===== src/rtl/pllcfgseq_pkg.sv =====
// Shared types and field widths for the PLL configuration sequencer.
package pllcfgseq_pkg;
    localparam int CLKR_W  = 6;
    localparam int CLKF_W  = 13;
    localparam int CLKOD_W = 4;
    localparam int BWADJ_W = 12;

    typedef enum logic [2:0] {IDLE, APPLY, SETTLE, WAITLOCK, LOCKED, FAIL} pllseqstate_t;

    typedef struct packed {
        logic [CLKR_W-1:0]  clkr;
        logic [CLKF_W-1:0]  clkf;
        logic [CLKOD_W-1:0] clkod;
        logic [BWADJ_W-1:0] bwadj;
    } pllcfg_t;
endpackage


===== src/rtl/pllcfgseq_sync.sv =====
// Two-flop synchronizer for a single asynchronous level signal.
module pllcfgseq_sync (
    input  logic clk,
    input  logic rst,
    input  logic i_d,
    output logic o_q
);
    logic [1:0] r_sync;

    always_ff @(posedge clk or posedge rst) begin
        if (rst) r_sync <= '0;
        else     r_sync <= {r_sync[0], i_d};
    end

    assign o_q = r_sync[1];
endmodule


===== src/rtl/pllcfgseq.sv =====
// PLL bring-up sequencer: shadow config, apply/settle/lock ordering,
// lock supervision with timeout, Moore status outputs.
module pllcfgseq
    import pllcfgseq_pkg::*;
#(
    parameter logic [CLKR_W-1:0]  DEF_CLKR      = 6'd1,
    parameter logic [CLKF_W-1:0]  DEF_CLKF      = 13'd32,
    parameter logic [CLKOD_W-1:0] DEF_CLKOD     = 4'd1,
    parameter logic [BWADJ_W-1:0] DEF_BWADJ     = 12'd16,
    parameter int                 SETTLE_CYCLES = 16,
    parameter int                 LOCK_TIMEOUT  = 1024,
    parameter int                 AUTOSTART     = 1
) (
    input  logic               clk,
    input  logic               reset,
    input  logic               CfgWrite,
    input  logic [CLKR_W-1:0]  CfgClkr,
    input  logic [CLKF_W-1:0]  CfgClkf,
    input  logic [CLKOD_W-1:0] CfgClkod,
    input  logic [BWADJ_W-1:0] CfgBwadj,
    input  logic               CfgStart,
    output logic               Busy,
    output logic               Done,
    output logic               Error,
    output logic [CLKR_W-1:0]  PLLclkr,
    output logic [CLKF_W-1:0]  PLLclkf,
    output logic [CLKOD_W-1:0] PLLclkod,
    output logic [BWADJ_W-1:0] PLLbwadj,
    output logic               PLLrfen,
    output logic               PLLfben,
    output logic               PLLfasten,
    output logic               PLLtest,
    input  logic               PLLlock,
    output logic               PLLconfigdone
);
    localparam int SW = $clog2(SETTLE_CYCLES + 1);
    localparam int TW = $clog2(LOCK_TIMEOUT + 1);
    localparam pllcfg_t DEF_CFG = '{clkr: DEF_CLKR, clkf: DEF_CLKF, clkod: DEF_CLKOD, bwadj: DEF_BWADJ};

    pllseqstate_t   r_state, w_next;
    pllcfg_t        r_shadow, w_shadow, r_pll;
    logic [SW-1:0]  r_settle;
    logic [TW-1:0]  r_tmo;
    logic           r_auto;
    logic           r_busy, r_done, r_err, r_en, r_fasten, r_cfgdone;
    logic           w_lock;

    pllcfgseq_sync u_locksync (
        .clk (clk),
        .rst (reset),
        .i_d (PLLlock),
        .o_q (w_lock)
    );

    always_comb begin
        w_shadow = r_shadow;
        // Writes are only taken while idle-ish; a same-cycle start sees them.
        if (CfgWrite && !r_busy)
            w_shadow = '{clkr: CfgClkr, clkf: CfgClkf, clkod: CfgClkod, bwadj: CfgBwadj};

        w_next = r_state;
        case (r_state)
            IDLE:     if (CfgStart || r_auto) w_next = APPLY;
            APPLY:    w_next = SETTLE;
            SETTLE:   if (r_settle == '0) w_next = WAITLOCK;
            WAITLOCK: if (w_lock) w_next = LOCKED;
                      else if (r_tmo == '0) w_next = FAIL;
            LOCKED:   if (!w_lock) w_next = FAIL;
                      else if (CfgStart) w_next = APPLY;
            FAIL:     if (CfgStart) w_next = APPLY;
            default:  w_next = IDLE;
        endcase
    end

    always_ff @(posedge clk or posedge reset) begin
        if (reset) begin
            r_state   <= IDLE;
            r_shadow  <= DEF_CFG;
            r_pll     <= DEF_CFG;
            r_settle  <= '0;
            r_tmo     <= '0;
            r_auto    <= (AUTOSTART != 0);
            r_busy    <= 1'b0;
            r_done    <= 1'b0;
            r_err     <= 1'b0;
            r_en      <= 1'b0;
            r_fasten  <= 1'b0;
            r_cfgdone <= 1'b0;
        end else begin
            r_state  <= w_next;
            r_shadow <= w_shadow;
            // Auto-start only applies to the very first cycle out of reset.
            r_auto   <= 1'b0;
            if (w_next == APPLY) r_pll <= w_shadow;

            if (r_state == APPLY)
                r_settle <= SW'(SETTLE_CYCLES - 1);
            else if (r_state == SETTLE && r_settle != '0)
                r_settle <= r_settle - SW'(1);

            if (w_next == WAITLOCK && r_state != WAITLOCK)
                r_tmo <= TW'(LOCK_TIMEOUT - 1);
            else if (r_state == WAITLOCK && r_tmo != '0)
                r_tmo <= r_tmo - TW'(1);

            r_busy    <= (w_next == APPLY) || (w_next == SETTLE) || (w_next == WAITLOCK);
            r_done    <= (w_next == LOCKED);
            r_err     <= (w_next == FAIL);
            r_en      <= (w_next == SETTLE) || (w_next == WAITLOCK) || (w_next == LOCKED);
            r_fasten  <= (w_next == SETTLE) || (w_next == WAITLOCK);
            r_cfgdone <= (w_next == LOCKED);
        end
    end

    assign Busy          = r_busy;
    assign Done          = r_done;
    assign Error         = r_err;
    assign PLLclkr       = r_pll.clkr;
    assign PLLclkf       = r_pll.clkf;
    assign PLLclkod      = r_pll.clkod;
    assign PLLbwadj      = r_pll.bwadj;
    assign PLLrfen       = r_en;
    assign PLLfben       = r_en;
    assign PLLfasten     = r_fasten;
    assign PLLtest       = 1'b0;
    assign PLLconfigdone = r_cfgdone;
endmodule


===== config.mk =====
export PLATFORM = sky130hd
export DESIGN_NAME = pllcfgseq
export DESIGN_NICKNAME = d
export VERILOG_FILES = /design/src/rtl/pllcfgseq_pkg.sv /design/src/rtl/pllcfgseq_sync.sv /design/src/rtl/pllcfgseq.sv
export SDC_FILE = /design/constraint.sdc
export NUM_CORES = 1
export LEC_CHECK = 0
export CORE_MARGIN = 2
export CORE_UTILIZATION = 45
export CTS_BUF_LIST = sky130_fd_sc_hd__clkbuf_4
export DETAILED_ROUTE_END_ITERATION = 8
export GPL_TIMING_DRIVEN = 0
export PLACE_DENSITY = 0.71
export REMOVE_ABC_BUFFERS = 1
export SYNTH_ARGS = -nofsm -noshare
export SYNTH_HDL_FRONTEND = slang
export SYNTH_SLANG_ARGS = --single-unit

===== constraint.sdc =====
create_clock -name clk -period 3.6 [get_ports clk]
set_input_delay 1.08 -clock clk [delete_from_list [all_inputs] [get_ports clk]]
set_output_delay 1.08 -clock clk [all_outputs]
set_load 0.01 [all_outputs]

# Word-level counts from Yosys, hierarchy flattened
# Index checks and enable logic that the tools add are counted.
# word_totals
out_inout_bits	43
reg_bits	97
elab_cells	60
in_bits	40
# op_classes
muxes	12
addsub	2
n_reduce_logical	17
eq_ne	11
# op_table
cell	count
two-way mux 35 bit	1
two-way mux 11 bit	2
two-way mux 3 bit	6
case mux 3 bit (6 select lines)	1
== test 3 x 2 -> 1 bit, second input constant	4
== test 3 bit, second input constant	4
zero test 11 bit	1
nonzero test 11 bit	1
subtractor 11 x 1 -> 11 bit, second input constant	1
two-way mux 5 bit	2
== test 3 x 1 -> 1 bit, second input constant	2
zero test 5 bit	1
logical OR 1 bit	5
nonzero test 5 bit	1
subtractor 5 x 1 -> 5 bit, second input constant	1
logical AND 1 bit	4
nonzero test 2 bit	2
zero test 3 bit	1
!= test 3 x 2 -> 1 bit, second input constant	1
zero test 1 bit	1

# Longest topological paths before layout
# depth
word_depth	7
depth_mapped	8

# Hierarchy
# A second synthesis with hierarchy kept.
# hier_totals
cells_unflattened	280
hier_area_um2	4047.6
# modules_own_cells
mod	instances	area_each_um2	seq_area_each_um2	cells_per_inst
pllcfgseq	1	3993.8	2388.5	277
pllcfgseq_sync	1	53.8	50.0	3

# Worst setup path before layout
# OpenSTA, ideal clock, no wires.
# synth_path
path_kind	reg2reg
startpoint	register r_settle[0]
endpoint	register r_pll, in the netlist PLLclkf[11]
stages_incl_launch_ff	9
setup_time_ps	125
setup_slack_ps	957
arrival_ps	2519
synth_period_minus_slack_ps	2643
t_required_ps	3475
path_cell_list	dfrtp_1 inv_1 ha_1 or4b_1 or4b_1 o311a_2 nor3_4 buf_6 mux2_2
# synth_between
elab_chain_cells	4
# synth_rtl
item	line	rtl
from (decl)	pllcfgseq.sv:42	logic [SW-1:0] r_settle;
from (signal assigned)	pllcfgseq.sv:97	r_settle <= SW'(SETTLE_CYCLES - 1);
from (signal assigned)	pllcfgseq.sv:99	r_settle <= r_settle - SW'(1);
zero test 5 bit	pllcfgseq.sv:65	SETTLE: if (r_settle == '0) w_next = WAITLOCK;
two-way mux 3 bit	pllcfgseq.sv:65	
case mux 3 bit (6 select lines)	pllcfgseq.sv:62	case (r_state)
== test 3 x 1 -> 1 bit	pllcfgseq.sv:94	if (w_next == APPLY) r_pll <= w_shadow;
to (signal assigned)	pllcfgseq.sv:94	
to (decl)	pllcfgseq.sv:41	pllcfg_t r_shadow, w_shadow, r_pll;
# No other way between the ends.
# A chain may end at the register's enable or synchronous reset.

# Final worst setup path
# layout_path
startpoint	register r_settle[0]
endpoint	register r_pll, in the netlist PLLclkf[12]
# Same word-level chain as after synthesis.

==> results.toml <==
[grt]
grt_busiest_layer = "met2"
grt.met3_usage_pct = 4.748
grt_usage_pct = 15.62
grt_first_pass_wirelength_microns = 11830
gr-usage-met1_pct = 20.59
grt_start_max_net_pins = 53
use_met2_pct = 24.24
antenna_found_initial = 0
grt_pass1_vias = 2447
gr-total-overflow = 0

[worst_hold_path]
hp-class = "reg -> reg"

[cts]
cts.reportedPaths.clkPinSlew_ns = 0.15
cts_resized = 0
ctsLongestPathBuffers = 2
cts_root_buf = "clkbuf_4"
ctsHoldBuffers = 0
clock_sinks = 97
post_cts_buffers = 0
insertion_delay_ns = 0.46
cts_buffers = 9
cts_tree = "yes"
htreeDepth = 3

[critical_path]
end_kind = "flip-flop"
crit_slowest_cell = "or4b_1"
crit_type = "reg -> reg"
cpPeakStageDelay_ns = 0.71
crit_arrival_ns = 3.55
cp.required_ns = 3.94
crit_buf_inv = 3
startpoint_type = "flip-flop"
crit_fanout = 18
rrSetupSlack_ns = 0.39
crit_family = "simple AND/OR/NAND/NOR gates"
worstPathCellList = "inv_1 > ha_1 > or4b_1 > or4b_1 > o311a_2 > nor3_4 > buf_16 > buf_16 > mux2_2"

[route]
route.vias.total = 2395
drt_wl_total_microns = 6893
first_iter_violations = 69
postRouteAntennaNets = 0
wl_per_cell_microns = 14.67
dr.pass1.iters = 4
drc = 0
viasPerCell = 5.096

[placed_design]
portBuffers = 81
dpl.cell_count = 455
place_area_sq_um = 4895
gp_congestion = 0.8089
dp_hpwl_microns = 4694

[timing]
timing.slew.headroom_pct = 61.19
rsz0062_at_grt = "no"
setup-violations-final = 0
max_clock_freq_mhz = 311.8
worst_pin_slew_ns = 0.5768
slew_viol_final = 0
fin_crit_ns = 3.207
hold_viol = 0
fin_worst_skew_ns = 0.02031
finalCritPeriodShare_pct = 89.09

[synth]
netlist_area_sq_um = 3924
synth_area_leaders = "dfrtp_1 56%, mux2_2 20%, dfstp_2 6.0%"
synthTopCellsByCount = "88 x dfrtp_1, 69 x mux2_2, 16 x nand2_1"
synth_cell_types = 46
async_reset_ff_share_pct = 100.0
ys_seq_elements = 97
yosysMostFrequentCell = "dfrtp_1"
synth.avg_cell_area_sq_um = 14.27
synth_edf_count = 0
yosysTopAreaCellShare_pct = 56.12
yosysTopAreaCell = "dfrtp_1"
synth_ff_type = "dfrtp_1"
synthCells = 275
ys_seq_area_share_pct = 62.15
yosysWarnings = 0

[status]
status = "complete, no violations"

[floorplanning]
die_w_microns = 97.38
coreArea_sq_um = 8593
floorplan.initialDensity_pct = 45.66
die-area_sq_um = 9483
rows = 34
die_h_microns = 97.38
io_pins = 83

[pwr]
cellLeakagePower_nw = 2.122
peakVddDrop_uv = 363.8
power_density_nw_per_um2 = 875.5

[finish]
syn_to_final_growth_pct = 28.38
nets = 401
utilization_pct = 58.62
drive_above_1_share_pct = 28.73
instances_no_fill = 470
stdcell_area_sq_um = 5037
num_antenna_cells = 0

[flow_run]
maxCapViolations = 0
## worst reg2reg max path: cells and delay by family (launching register included)
family | cells | cell delay [ns]
simple gates | 3 | 1.43
buf+inv | 3 | 0.50
flops | 1 | 0.41
mux | 1 | 0.35
compound gates | 1 | 0.26
fa+ha+maj | 1 | 0.16
## final timing paths
kind	start	to	cells after the start
worst max-delay path	r_settle[0]	PLLclkf[12]	9
worst min-delay path	u_locksync.r_sync[0]	u_locksync.r_sync[1]	0
worst max register to register	r_settle[0]	PLLclkf[12]	9
worst min register to register	u_locksync.r_sync[0]	u_locksync.r_sync[1]	0
max in group asynchronous	reset	PLLclkod[0]	3
min in group asynchronous	reset	r_shadow[2]	2
## cell families (layout without fill, tap and decap cells)
| family | count (synthesis) | count (layout) | synth area share [%] |
|---|---|---|---|
| other | 1 | 2 | 0.09557 |
| adder cells (fa/ha/maj) | 3 | 3 | 0.9567 |
| AO/OA/AOI/OAI | 20 | 20 | 3.827 |
| AND/OR/NAND/NOR | 51 | 51 | 7.590 |
| multiplexers | 70 | 70 | 20.09 |
| flip-flops | 97 | 97 | 62.15 |
| XOR/XNOR | 10 | 10 | 2.232 |
| buffers and inverters | 23 | 109 | 3.061 |
## cell usage in the layout, fill, tap and decap left out, drive strengths merged, types with 2 or more instances in the layout
cell / count
dfrtp: 88
clkdlybuf4s50: 81
mux2: 70
nand2: 16
inv: 13
dfstp: 9
clkbuf: 9
xor2: 5
nor4: 5
xnor2: 5
nand3: 4
nor2: 4
nand4: 4
and2: 4
buf: 4
o31ai: 3
o211ai: 3
ha: 3
or4b: 3
o21ai: 2
a31oi: 2
conb: 2
nor3: 2
o311a: 2
## sequential cells by signal (all words and copies together) (netlist names)
name / count
PLLclkf: 13
Busy: 1
r_state: 3
r_settle: 5
PLLclkr: 6
PLLfben: 1
PLLconfigdone: 1
r_tmo: 11
PLLbwadj: 12
r_auto: 1
r_shadow: 35
Error: 1
PLLclkod: 4
u_locksync.r_sync: 2
PLLfasten: 1
## where the power goes
| part | internal (mW) | switching (mW) | leakage (nW) |
|---|---|---|---|
| Sequential | 1.64 | 0.270 | 1.14 |
| Combinational | 1.14 | 0.762 | 0.906 |
| Clock | 0.220 | 0.375 | 0.0753 |
## layer usage
layer / up-vias / part of all wire (%)
li1: 1138 / -
met1: 1185 / 45
met2: 59 / 47
met3: 13 / 5.8
met4: 0 / 1.9
met5: - / 0
## final cells by class
class	instances	area (sq um)
Fill cell	687	3556
Sequential cell	97	2439
Multi-Input combinational cell	156	1371
Timing Repair Buffer	85	913.4
Tap cell	108	135.1
Clock inverter	6	75.07
Clock buffer	9	67.56
Inverter	9	36.28
## through the flow
stage	hold slack, ns	TNS (ns)	power (mW)	setup slack [ns]
after detailed placement	0.3364	0	3.867	0.3319
after CTS	0.3786	0	4.468	0.3702
after global routing	0.3909	0	4.717	0.2415
after global placement	0.3355	-138.18	3.712	-1.354
after floorplan	0.3312	0	3.009	0.001171
final	0.3786	0	4.410	0.3927
(Power assumes the default switching activity.)
